[src/rtl/mips_pkg.sv]
// Shared MIPS datapath constants: machine word width and instruction stride.
// No logic; constants only.
// No handshake; pure parameters.
package mips_pkg;

    localparam int WORD_WIDTH = 32;
    localparam int PC_STEP    = 4;

endpackage

[src/rtl/incrementor_core.sv]
// Constant adder one bit wider than the operand, giving sum and carry-out.
// Zero-cycle latency, purely combinational.
// No flow control; output follows input every delta.
module incrementor_core
    import mips_pkg::*;
#(
    parameter int WIDTH = WORD_WIDTH,
    parameter int STEP  = PC_STEP
) (
    input  logic [WIDTH-1:0] operand,
    output logic [WIDTH-1:0] sum,
    output logic             carry
);

    localparam logic [WIDTH:0] STEP_EXT = (WIDTH+1)'(STEP);

    logic [WIDTH:0] full_sum;

    assign full_sum = {1'b0, operand} + STEP_EXT;
    assign sum      = full_sum[WIDTH-1:0];
    assign carry    = full_sum[WIDTH];

endmodule

[src/rtl/incrementor.sv]
// PC incrementor: combinational operand+STEP with carry, plus enabled capture registers and a wrap flag.
// Combinational outputs zero-cycle; registered outputs one cycle after an en=1 edge.
// No backpressure; en=0 simply holds the registered state.
module incrementor
    import mips_pkg::*;
#(
    parameter int WIDTH = WORD_WIDTH,
    parameter int STEP  = PC_STEP
) (
    input  logic             clk,
    input  logic             reset,
    input  logic [WIDTH-1:0] incrementor_In,
    input  logic             en,
    output logic [WIDTH-1:0] incrementor_Out,
    output logic             carry,
    output logic [WIDTH-1:0] incrementor_Out_reg,
    output logic             carry_reg,
    output logic             wrap_sticky
);

    // A step of zero or of a full word or more makes the adder meaningless.
    // For WIDTH >= 31 any positive int step already fits below 2^WIDTH.
    if (STEP < 1 || (WIDTH < 31 && STEP >= (1 << WIDTH))) begin : g_bad_step
        $error("incrementor: STEP=%0d out of range for WIDTH=%0d", STEP, WIDTH);
    end

    incrementor_core #(
        .WIDTH (WIDTH),
        .STEP  (STEP)
    ) u_core (
        .operand (incrementor_In),
        .sum     (incrementor_Out),
        .carry   (carry)
    );

    always_ff @(posedge clk or posedge reset) begin
        if (reset) begin
            incrementor_Out_reg <= '0;
            carry_reg           <= 1'b0;
            wrap_sticky         <= 1'b0;
        end else if (en) begin
            incrementor_Out_reg <= incrementor_Out;
            carry_reg           <= carry;
            if (carry) begin
                wrap_sticky <= 1'b1;
            end
        end
    end

endmodule

[config.mk]
export PLATFORM = sky130hd
export DESIGN_NAME = incrementor
export DESIGN_NICKNAME = d
export VERILOG_FILES = /design/src/rtl/mips_pkg.sv /design/src/rtl/incrementor_core.sv /design/src/rtl/incrementor.sv
export SDC_FILE = /design/constraint.sdc
export NUM_CORES = 1
export LEC_CHECK = 0
export CAP_MARGIN = 20
export CORE_MARGIN = 1
export CORE_UTILIZATION = 34
export CTS_CLUSTER_SIZE = 24
export DETAILED_ROUTE_END_ITERATION = 6
export HOLD_SLACK_MARGIN = 0.12
export PLACE_DENSITY = 0.69
export SLEW_MARGIN = 20
export SYNTH_ARGS = -nofsm -noshare
export SYNTH_HDL_FRONTEND = slang
export SYNTH_SLANG_ARGS = --single-unit
[constraint.sdc]
create_clock -name clk -period 3.3 [get_ports clk]
set_input_delay 0.99 -clock clk [delete_from_list [all_inputs] [get_ports clk]]
set_output_delay 0.99 -clock clk [all_outputs]
set_load 0.005 [all_outputs]
==> results.sh <==
export IMPL_die_area_um2=6380
export IMPL_critPathArrivalTime_ns=2.41
export IMPL_synth_distinct_cells=38
export IMPL_die_x_um=79.9
export IMPL_cts_root_buf="clkbuf_8"
export IMPL_p_int_w=0.000831
export IMPL_yosys_area_top_type="dfrtp_1"
export IMPL_grt_pass1_vias=2723
export IMPL_wl_per_cell_um=17.9
export IMPL_worstReg2RegEnd="incrementor_Out_reg[24]$_DFFE_PP0P_"
export IMPL_path_max_fanout=3
export IMPL_antenna_found_initial=0
export IMPL_ys_ff_latch=34
export IMPL_multi_input_area_um2=1560
export IMPL_reg2reg_depth=1
export IMPL_final_area_um2=4330
export IMPL_ios=102
export IMPL_drive_gt1_frac=0.530
export IMPL_largest_reg_flops=32
export IMPL_end_kind="output port"
export IMPL_gp_congestion=0.776
export IMPL_seqPwrFrac=0.408
export IMPL_maxSlewViolCount=0
export IMPL_area_delta_synth_final_pct=110
export IMPL_cp_required_ns=2.31
export IMPL_async_flop_share=1.00
export IMPL_setup_slack_ns=-0.0986
export IMPL_cts_sinks=34
export IMPL_n_antenna_cell=0
export IMPL_min_period_ns=3.40
export IMPL_tightest_slew_ns=0.482
export IMPL_final_common_cell="buf_4"
export IMPL_p_sw_w=0.000337
export IMPL_hp_start="wrap_sticky$_DFFE_PP0P_"
export IMPL_grt_usage=0.266
export IMPL_cts_buffers=5
export IMPL_skew_ns=0
export IMPL_synth_area_um2=2060
export IMPL_violations="setup timing"
export IMPL_clockBufferDepth=2
export IMPL_seqCellArea_um2=851
export IMPL_max_slew_margin=0.679
export IMPL_power_density_nw_per_um2=270
export IMPL_syn_avg_cell_area_um2=9.00
export IMPL_ys_seq_area_frac=0.413
export IMPL_fillCellCount=382
export IMPL_grt_max_degree=35
export IMPL_hold_path_class="reg -> reg"
export IMPL_maxCapViolations=0
export IMPL_dr_total_vias=2777
export IMPL_hpwl_mm=5.19
export IMPL_drt_wl_total_mm=9.02
export IMPL_status="complete, but fails checks"
export IMPL_die_h_um=79.9
export IMPL_dp_cells=460
export IMPL_synth_area_leaders="dfrtp_1 (41%), mux2_2 (7.1%), nor2_1 (5.3%), nand2_1 (5.1%), xnor2_1 (4.7%)"
export IMPL_grt_overflow=0
export IMPL_synth_net_count=265
export IMPL_first_pass_iters=5
export IMPL_max_freq_mhz=294
export IMPL_ys_warn_count=0
export IMPL_clk_pin_slew_ns=0.07
export IMPL_dpl_cell_area_um2=3610
export IMPL_startpoint_type="primary input"
export IMPL_vias_per_cell=5.51
export IMPL_critPathKind="in -> out"
export IMPL_drc=0
export IMPL_nets=468
export IMPL_p_sw_frac=0.289
export IMPL_std_cell_rows=27
export IMPL_setup_viol=7
export IMPL_core_um2=5680
export IMPL_rsz0062_at_grt="yes"
export IMPL_finalNonFillerCells=504
export IMPL_r2r_slack_ns=2.43
export IMPL_power_frac_comb=0.341
export IMPL_clk_latency_ns=0.28
export IMPL_start_util=0.363
export IMPL_antenna_left=0
export IMPL_clockPowerShare=0.252
export IMPL_ys_dominant_reg_cell="dfrtp_1"
export IMPL_p_leak_nw=1.96
export IMPL_layout_common_cells="buf_4 (85), clkdlybuf4s50_1 (44), dfrtp_1 (34)"
export IMPL_r2r_start="incrementor_Out_reg[24]$_DFFE_PP0P_"
export IMPL_fin_util=0.763
export IMPL_hold_depth=1
export IMPL_synth_edff_count=0
export IMPL_synth_top_area_frac=0.413
export IMPL_htree_num_levels=2
export IMPL_post_route_period_util=1.03
export IMPL_vdd_drop_max_mv=0.201
export IMPL_drtIter0Drc=165
export IMPL_syn_inst=229
export IMPL_min_to="wrap_sticky$_DFFE_PP0P_"
export IMPL_hold_viol_final=0
export IMPL_port_buffers=101
export IMPL_cts_tree="built"
export IMPL_grt_pass1_wl_mm=13.1
-- power by group through the flow --
stage | clock network [W] | logic, W | registers (W)
4_1_cts | 0.000302 | 0.000379 | 0.000476
3_5_place_dp | 0 | 0.000348 | 0.000483
2_1_floorplan | 0 | 0.000101 | 0.000486
5_1_grt | 0.000322 | 0.000427 | 0.000480
3_3_place_gp | 0 | 0.000345 | 0.000482
6_report | 0.000294 | 0.000398 | 0.000476
-- layout make-up --
cell class,instances,share of cell area
repair buffers,207,0.399
multi-input cells,177,0.360
flip-flops and latches,34,0.197
well taps,72,0.0208
clock buffers,7,0.0176
inverters,7,0.00607
-- critical path: stages --
cell and delay [ns]:
dlygate4sd2_1 0.23, and3_4 0.21, buf_4 0.11, nand3_2 0.08, or4_4 0.56, nand2_1 0.10, buf_2 0.13
-- per-layer routing --
metal  track usage  share of wire  vias to the layer above
met5             0              0                        -
met4        0.0804          0.026                        0
met3        0.0503          0.076                       24
met2         0.483           0.52                      158
met1         0.315           0.38                     1350
li1              -              -                     1245
-- how the worst max path moves through the flow --
| stage | from | to | slack (ns) |
|---|---|---|---|
| after floorplan | incrementor_In[2] | incrementor_Out[26] | 0.12 |
| after global placement | incrementor_In[2] | incrementor_Out[26] | -0.88 |
| after detailed placement | incrementor_In[2] | incrementor_Out[26] | -0.93 |
| after CTS | incrementor_In[2] | incrementor_Out[19] | -0.10 |
| after global routing | incrementor_In[2] | incrementor_Out[31] | -0.14 |
| final | incrementor_In[25] | incrementor_Out[31] | -0.1 |
-- cells in the mapped netlist, types with 2 or more instances --
| master | n |
|---|---|
| o31ai_1 | 8 |
| buf_4 | 2 |
| dfrtp_1 | 34 |
| nor2_1 | 29 |
| a31oi_1 | 15 |
| xor2_1 | 2 |
| mux2_2 | 13 |
| clkbuf_1 | 6 |
| or4_1 | 7 |
| xnor2_1 | 11 |
| a31o_2 | 2 |
| o21ai_0 | 4 |
| inv_1 | 6 |
| nand4_1 | 7 |
| or3_1 | 3 |
| nand3_1 | 18 |
| nor4_1 | 4 |
| nor3_1 | 2 |
| nand2_1 | 28 |
| buf_6 | 2 |
| and3_1 | 9 |
-- stage by stage --
step                hold WS [ns]  setup WS [ns]  power (W)  setup TNS [ns]
global route               0.505         -0.144    0.00123          -0.977
detailed placement         0.466         -0.928   0.000832          -19.95
floorplan                  0.460          0.124   0.000586               0
global placement           0.456         -0.876   0.000827          -19.40
finish                     0.492        -0.0986    0.00117          -0.380
CTS                        0.483         -0.104    0.00116          -0.517
-- cell families (layout without fill, tap and decap cells) --
| kind of cell | count (synthesis) | in the layout | share of synthesized area |
|---|---|---|---|
| and+or+nand+nor | 116 | 116 | 0.297 |
| AOI/OAI and AO/OA | 34 | 34 | 0.114 |
| DFF | 34 | 34 | 0.413 |
| buffers and inverters | 18 | 221 | 0.0443 |
| xor gates and xnor gates | 13 | 13 | 0.0552 |
| muxes | 13 | 13 | 0.0710 |
| adders and majority gates | 1 | 1 | 0.00607 |
-- timing repair --
item / CTS / global route
pin swaps: 43 / 23
setup buffers: 29 / 8
setup endpoints to repair: 29 / 20
gates cloned: 0 / 0
resized for setup: 241 / 33
hold buffers: 0 / 0
(Power assumes the default switching activity.)
